[src/rtl/lc3b_evict_buffer.sv]
// ---------------------------------------------------------------------------
// lc3b_evict_buffer
//
// Eviction write buffer sitting between L1 and L2. Dirty lines evicted by L1
// are parked in a DEPTH-entry circular FIFO so L1 is released after a single
// cycle. L1 read misses are served straight from the buffer on an address
// match, otherwise forwarded to L2. Buffered lines drain to L2 in the
// background whenever nothing else is pending. A write to an address that is
// already buffered overwrites the buffered line in place (coalescing), which
// keeps every buffered address unique. A flush pulse drains everything and
// reports completion with a flush_done pulse.
//
// Ports
//   clk, rst_n             clock, asynchronous active-low reset
//   up_read / up_write     L1 requests (held until up_resp)
//   up_addr, up_wdata      L1 request address / eviction data
//   up_rdata, up_resp      read data and one-cycle completion pulse to L1
//   dn_read / dn_write     L2 requests (held until dn_resp)
//   dn_addr, dn_wdata      L2 address / write data
//   dn_rdata, dn_resp      L2 read data and completion pulse
//   flush, flush_done      drain-all request pulse / completion pulse
//   full, empty, count     buffer occupancy
// ---------------------------------------------------------------------------
module lc3b_evict_buffer #(
    parameter int ADDR_W = 16,
    parameter int LINE_W = 128,
    parameter int DEPTH  = 4
) (
    input  logic                       clk,
    input  logic                       rst_n,
    input  logic                       up_read,
    input  logic                       up_write,
    input  logic [ADDR_W-1:0]          up_addr,
    input  logic [LINE_W-1:0]          up_wdata,
    output logic [LINE_W-1:0]          up_rdata,
    output logic                       up_resp,
    output logic                       dn_read,
    output logic                       dn_write,
    output logic [ADDR_W-1:0]          dn_addr,
    output logic [LINE_W-1:0]          dn_wdata,
    input  logic [LINE_W-1:0]          dn_rdata,
    input  logic                       dn_resp,
    input  logic                       flush,
    output logic                       flush_done,
    output logic                       full,
    output logic                       empty,
    output logic [$clog2(DEPTH+1)-1:0] count
);

    localparam int PTR_W = $clog2(DEPTH);
    localparam int CNT_W = $clog2(DEPTH+1);

    typedef enum logic [2:0] {
        IDLE    = 3'd0,
        WR_ACK  = 3'd1,
        RD_HIT  = 3'd2,
        RD_MISS = 3'd3,
        DRAIN   = 3'd4,
        FL_DONE = 3'd5
    } state_t;

    state_t             state_q, state_d;
    logic [PTR_W-1:0]   head_q, head_d;
    logic [PTR_W-1:0]   tail_q, tail_d;
    logic [CNT_W-1:0]   count_q, count_d;
    logic               flush_pending_q, flush_pending_d;
    logic [LINE_W-1:0]  rdata_q, rdata_d;
    logic [ADDR_W-1:0]  miss_addr_q, miss_addr_d;
    logic [DEPTH-1:0]   valid_q, valid_d;

    // Entry payload. Not reset: an entry is only meaningful while its valid
    // bit is set, and valid bits are cleared by reset.
    logic [ADDR_W-1:0]  addr_q [DEPTH];
    logic [LINE_W-1:0]  data_q [DEPTH];

    logic               ent_we;
    logic [PTR_W-1:0]   ent_widx;

    logic [DEPTH-1:0]   match;
    logic               hit;
    logic [PTR_W-1:0]   hit_idx;
    logic               is_full;
    logic               is_empty;

    assign is_full  = (count_q == CNT_W'(DEPTH));
    assign is_empty = (count_q == '0);

    // Fully associative lookup over all valid entries.
    genvar gi;
    generate
        for (gi = 0; gi < DEPTH; gi++) begin : g_match
            assign match[gi] = valid_q[gi] && (addr_q[gi] == up_addr);
        end
    endgenerate

    // Coalescing keeps addresses unique, so at most one match bit is set and
    // a plain priority encode is enough.
    always_comb begin
        hit_idx = '0;
        for (int i = 0; i < DEPTH; i++) begin
            if (match[i]) begin
                hit_idx = PTR_W'(i);
            end
        end
    end
    assign hit = |match;

    // ---------------------------------------------------------------------
    // State and control registers
    // ---------------------------------------------------------------------
    always_ff @(posedge clk or negedge rst_n) begin
        if (!rst_n) begin
            state_q         <= IDLE;
            head_q          <= '0;
            tail_q          <= '0;
            count_q         <= '0;
            flush_pending_q <= 1'b0;
            rdata_q         <= '0;
            miss_addr_q     <= '0;
            valid_q         <= '0;
        end else begin
            state_q         <= state_d;
            head_q          <= head_d;
            tail_q          <= tail_d;
            count_q         <= count_d;
            flush_pending_q <= flush_pending_d;
            rdata_q         <= rdata_d;
            miss_addr_q     <= miss_addr_d;
            valid_q         <= valid_d;
        end
    end

    always_ff @(posedge clk) begin
        if (ent_we) begin
            addr_q[ent_widx] <= up_addr;
            data_q[ent_widx] <= up_wdata;
        end
    end

    // ---------------------------------------------------------------------
    // Next-state and datapath update
    // ---------------------------------------------------------------------
    always_comb begin
        state_d         = state_q;
        head_d          = head_q;
        tail_d          = tail_q;
        count_d         = count_q;
        flush_pending_d = flush_pending_q;
        rdata_d         = rdata_q;
        miss_addr_d     = miss_addr_q;
        valid_d         = valid_q;
        ent_we          = 1'b0;
        ent_widx        = tail_q;

        case (state_q)
            IDLE: begin
                if (flush_pending_q && !is_empty) begin
                    state_d = DRAIN;
                end else if (flush_pending_q) begin
                    state_d = FL_DONE;
                end else if (up_read) begin
                    if (hit) begin
                        rdata_d = data_q[hit_idx];
                        state_d = RD_HIT;
                    end else begin
                        // Address is captured so dn_addr never depends
                        // combinationally on up_addr.
                        miss_addr_d = up_addr;
                        state_d     = RD_MISS;
                    end
                end else if (up_write) begin
                    if (hit) begin
                        ent_we   = 1'b1;
                        ent_widx = hit_idx;
                        state_d  = WR_ACK;
                    end else if (!is_full) begin
                        ent_we           = 1'b1;
                        ent_widx         = tail_q;
                        valid_d[tail_q]  = 1'b1;
                        tail_d           = tail_q + PTR_W'(1);
                        count_d          = count_q + CNT_W'(1);
                        state_d          = WR_ACK;
                    end else begin
                        // Make room; the write is re-evaluated back in IDLE.
                        state_d = DRAIN;
                    end
                end else if (!is_empty) begin
                    state_d = DRAIN;
                end
            end
            WR_ACK, RD_HIT: begin
                state_d = IDLE;
            end
            RD_MISS: begin
                if (dn_resp) begin
                    rdata_d = dn_rdata;
                    state_d = RD_HIT;
                end
            end
            DRAIN: begin
                if (dn_resp) begin
                    valid_d[head_q] = 1'b0;
                    head_d          = head_q + PTR_W'(1);
                    count_d         = count_q - CNT_W'(1);
                    state_d         = IDLE;
                end
            end
            FL_DONE: begin
                flush_pending_d = 1'b0;
                state_d         = IDLE;
            end
            default: begin
                state_d = IDLE;
            end
        endcase

        // A new flush pulse always wins, even over the clear in FL_DONE.
        if (flush) begin
            flush_pending_d = 1'b1;
        end
    end

    // ---------------------------------------------------------------------
    // Outputs, decoded from state and registers only
    // ---------------------------------------------------------------------
    always_comb begin
        up_resp    = (state_q == WR_ACK) || (state_q == RD_HIT);
        up_rdata   = (state_q == RD_HIT) ? rdata_q : '0;
        dn_read    = (state_q == RD_MISS);
        dn_write   = (state_q == DRAIN);
        dn_addr    = '0;
        dn_wdata   = '0;
        if (state_q == RD_MISS) begin
            dn_addr = miss_addr_q;
        end else if (state_q == DRAIN) begin
            dn_addr  = addr_q[head_q];
            dn_wdata = data_q[head_q];
        end
        flush_done = (state_q == FL_DONE);
        full       = is_full;
        empty      = is_empty;
        count      = count_q;
    end

endmodule

[config.mk]
export PLATFORM = sky130hd
export DESIGN_NAME = lc3b_evict_buffer
export DESIGN_NICKNAME = d
export VERILOG_FILES = /design/src/rtl/lc3b_evict_buffer.sv
export SDC_FILE = /design/constraint.sdc
export NUM_CORES = 1
export LEC_CHECK = 0
export BUFFER_PORTS_ARGS = -buffer_cell sky130_fd_sc_hd__buf_4
export CORE_MARGIN = 1.5
export CORE_UTILIZATION = 55
export CTS_BUF_LIST = sky130_fd_sc_hd__clkbuf_8
export DETAILED_ROUTE_END_ITERATION = 10
export PLACE_DENSITY = 0.78
export SLEW_MARGIN = 20
export SYNTH_ARGS = -nofsm -noshare
export SYNTH_HDL_FRONTEND = slang
export SYNTH_SLANG_ARGS = --single-unit
[constraint.sdc]
create_clock -name clk -period 15.3 [get_ports clk]
set_clock_uncertainty 0.1 [all_clocks]
set_input_delay 0.765 -clock clk [delete_from_list [all_inputs] [get_ports clk]]
set_output_delay 0.765 -clock clk [all_outputs]
set_load 0.005 [all_outputs]
# After elaboration in Yosys (flattened, before gate mapping)
# Memories as Yosys holds them, arrays and structs flattened.
# Cells that the tools add are included.
# word_totals
word_cells,130
register_bits,159
mem_count,2
inputBits,278
output_inout_bits,281
ramBits,576
# classes
reduce_logical,21
magnitude_cmp,4
n_bitwise,8
eq_ne,21
mux,62
add_sub_neg,4
# mem_list
name,depth,width,rd,rd_ports_with_merged_regs,wr,line,text
data_q,4,128,2,0,1,74,logic [LINE_W-1:0] data_q [DEPTH];
addr_q,4,16,5,0,1,73,logic [ADDR_W-1:0] addr_q [DEPTH];
# op_table
operator,count
$mux 128,8
$pmux 128 s2,1
$eq 16x16->1,4
$mux 3,16
$mux 16,2
$mux 4,7
$mux 2,8
$ne 2x2->1 const B,8
$mux 1,15
$eq 3x3->1 const B,3
$pmux 3 s3,1
$pmux 4 s2,1
$reduce_and 8->1,1
$logic_and 1x1->1,7
$reduce_and 7->1,1
$eq 3x2->1 const B,2
$logic_not 3->1,2
$lt 2x3->1 const B,2
$ne 6x6->1 const B,1
$pmux 3 s2,1
$reduce_and 6->1,1
$reduce_bool 2->1,3
$not 1->1,5
$reduce_and 5->1,1
other kinds (15),19

# Logic depth before layout (Yosys ltp)
# depth
word_depth,12
depth_mapped,10
ltp_nobuf,7

# Worst setup path after synthesis
# Ideal clock, no wire load.
# synth_path
path_type,input -> register
startpoint,input up_addr[4]
endpoint,memory addr_q[0][0] (enable)
setup_slack_ns,2.170
n_path_buf,2
stages,9
setup_ns,0.824
arrival_ns,12.205
required_time_ns,14.376
cell_sequence,clkbuf_1 > xnor2_1 > nand4_1 > or4b_1 > nor2_2 > buf_2 > o21ai_0 > and2_1 > nor3_1
# synth_via
elab_chain_len,11
elab_cells_between_ends,26
cone_classes,eq/ne (4); mux (17); reduce/logical (5)
# synth_rtl
element,line,text
"start, declared",33,"input logic [ADDR_W-1:0] up_addr,"
$eq 16x16->1,92,assign match[gi] = valid_q[gi] && (addr_q[gi] == up_addr);
$logic_and 1x1->1,92,
$reduce_or 4->1 / $mux 1 (equally long branches),"106, 101",
$mux 1 / $mux 2 (equally long branches),"172, 101",
$mux 1 / $mux 2 (equally long branches),"171, 101",
$mux 1 / $mux 2 (equally long branches),"161, 172",
$mux 1 / $mux 2 (equally long branches),"159, 171",
$mux 1 / $mux 2 (equally long branches),"157, 161",
$mux 1 / $mux 2 (equally long branches),"155, 159",
$mux 1 / $mux 2 (equally long branches),"134, 157",
$mux 1 (not written as such) / $mux 2 (equally long branches),"135, 155",
"end, declared",73,
# Parallel ways exist; a longest one is shown, timed or not.

==> metrics.txt <==
status complete, but fails checks; violated checks slew limit; hpwl dp 69.1 mm; Syn Nets 2971; critical path class reg2reg; Synth async-reset ratio 0.216; synthesized netlist cell count 2684; crit path buf inv count 2; Die X-Extent 257 µm; clock sink count 735; largest family of logic cells by synthesized area compound AO/OA/AOI/OAI gates; Die H 257 µm; post-CTS setup repair buffer count 0; drt initial violations 3116; predominant post-synthesis flop cell edfxtp_1; Max Slew Vio Count 69; Final nets 3408; Worst Setup Start Kind register; I/O pin count 559; relative slew slack -0.0577; DRC Markers 0; post-cts sizing count 0; RR Startpoint addr_q[2][6]; Max-cap violations 0; reg2reg end data_q[0][25]; H-Tree Depth 3; die area 66100 µm²; count of final setup violators 0; Leak Pwr 16.7 nW; GPL Wtd Cong 0.898; port bufs 558; period utilization 0.335; setup_tns 0 ns; actual slew at the worst max-slew pin 1.59 ns; critical path cell sequence xnor2_1, nand4_1, or4b_1, nor2_4, buf_4, o21ai_0, and2_1, nor3_4, buf_4; Hold Fails Final Rpt 0; Avg Cell Area, Syn 13.2 µm²; Skew-Pair Late Insertion Delay 0.72 ns; Core ar. 63400 µm²; unrepaired setup endpoints after global routing no; CTS tree done; drt wl/cell 27.6 µm; simple-gate share of the synthesized area 0.111; Clock Tree Buf Depth 3; Worst EP arrival 5.33 ns; sequential element share of the synthesized area 0.599; Synth Area in Compound Gates 0.140; Antenna Nets Post-Route 0; antenna violations before repair 17; Worst VDD drop 100 µV; Row Count 92; root buf cell clkbuf_8; # hold bufs at CTS 0; share of layout cells above drive strength 1 0.295; Seq cells post-synth 735; final setup margin 10.18 ns; Worst R2R Setup Slack 10.18 ns; Clock Pin Slew Worst Setup and Hold Paths 0.06 ns; Crit Path Max Fanout 68; largest net degree at the start of global routing 259; Initial Util 0.560; post-synthesis cell type count 59; Pwr per Cell Area 130 nW/µm²; vias in the first global route 27200; CP Capture Type register; Slowest-stage cell, CP buf_4; first-pass GRT wire length 169 mm; GRT Overall Usage 0.336; via count 27100; mux cell area share after synthesis 0.0966; total CTS buffers 119; grt ovf 0; Mapped Area 35500 µm²; CP peak stage delay 0.92 ns; Worst Hold Class in2async; Syn-to-layout area delta 19.7%; Worst path most repeated cell buf_4; fraction of the mapped netlist area in adder cells 0.00338; DR pass1 iterations 6; Synth Warn # 0; overall routed net length 113 mm; delay-heaviest family, CP simple AND/OR/NAND/NOR gates; dpl ws 9.59 ns; Max Fclk 195 MHz; number of synthesized flops with an enable pin 576; Fin Hold WS 0.0852 ns; Post-Synth XOR/XNOR Area 0.0170; CP required 15.51 ns; minimum clock period 5.12 ns; worst reg2reg path depth 9; Via density 6.62
-- layout make-up --
cell class / instances / area, µm²
flip-flops and latches: 735 / 21300
fillers: 4515 / 20900
multi-input cells: 1660 / 13200
repair buffers: 594 / 4490
clock buffers: 132 / 1820
well taps: 846 / 1060
clock inverters: 93 / 594
inverters: 11 / 46.3
diodes: 16 / 40.0
-- state kept, by name (all words and copies together) (netlist names) --
name	flops
addr_q	64
count	3
data_q	512
flush_pending_q	1
head_q	2
miss_addr_q	16
rdata_q	128
state_q	3
tail_q	2
valid_q	4
-- worst max-delay path by stage --
stage	depth (start not counted)	start	to	slack [ns]
floorplan	9	up_addr[4]	addr_q[0][0]	2.17
global placement	10	up_addr[9]	data_q[0][54]	9.64
detailed placement	10	up_addr[9]	data_q[0][54]	9.59
CTS	5	head_q[1]	dn_wdata[4]	10.10
global route	9	addr_q[1][5]	data_q[0][25]	9.90
finish	9	addr_q[2][6]	data_q[0][25]	10.18
-- Yosys cell counts, drive strengths merged (2+ instances only) --
library cell | n | area share
edfxtp | 576 | 0.49
nor2 | 271 | 0.029
and3 | 259 | 0.046
clkbuf | 203 | 0.021
dfrtp | 159 | 0.11
mux4 | 144 | 0.091
o21ai | 133 | 0.019
a21oi | 132 | 0.019
and2 | 129 | 0.023
a21boi | 128 | 0.027
a32o | 128 | 0.036
o32ai | 128 | 0.032
buf | 75 | 0.010
xnor2 | 41 | 0.010
xor2 | 28 | 0.0069
nand2 | 21 | 0.0022
a22o | 20 | 0.0049
mux2 | 16 | 0.0051
nand4 | 15 | 0.0026
nor4 | 13 | 0.0035
inv | 10 | 0.0011
ha | 8 | 0.0028
nor3 | 8 | 0.0011
nand3 | 5 | 0.00070
and3b | 3 | 0.00074
nor3b | 3 | 0.00063
nand3b | 2 | 0.00042
o21a | 2 | 0.00042
or2 | 2 | 0.00035
or4b | 2 | 0.00067
-- power breakdown --
| part | internal (mW) | switching [mW] |
|---|---|---|
| Sequential | 2.19 | 0.0980 |
| Clock | 0.913 | 0.797 |
| Combinational | 0.803 | 0.719 |
| Total | 3.90 | 1.61 |
-- layer usage --
| metal | global-route usage | up-vias | wire length (µm) |
|---|---|---|---|
| met3 | 0.0673 | 260 | 11700 |
| li1 | - | 11400 | - |
| met2 | 0.545 | 1760 | 55300 |
| met4 | 0.147 | 10 | 4590 |
| met5 | 0 | - | 50 |
| met1 | 0.443 | 13600 | 41300 |
-- kinds of logic (layout without fill, tap and decap cells) --
kind of cell / count (synthesis) / after routing
xor+xnor: 69 / 69
compound gates: 682 / 682
fa+ha+maj: 9 / 9
flops: 735 / 735
other cells: 0 / 16
simple gates: 739 / 739
mux: 161 / 161
buf+inv: 289 / 830
-- cells in the final DEF, fill, tap and decap left out, types with 129 or more instances in the layout --
cell / count
nor2_1: 267
and2_1: 129
a21oi_1: 131
clkbuf_8: 133
and3_1: 258
mux4_2: 144
dfrtp_1: 156
edfxtp_1: 576
buf_4: 591
-- stage by stage --
stage               total power, mW  cells   util  area, µm²
floorplan                      3.08   2684      -      35500
global placement               3.83   3846  0.632      40100
detailed placement             3.84   3846  0.632      40100
CTS                            5.54   4071  0.670      42500
global route                   5.71   4082  0.670      42500
finish                         5.52   4087  0.670      42500
Note: power is estimated with default switching activity, not from simulation.
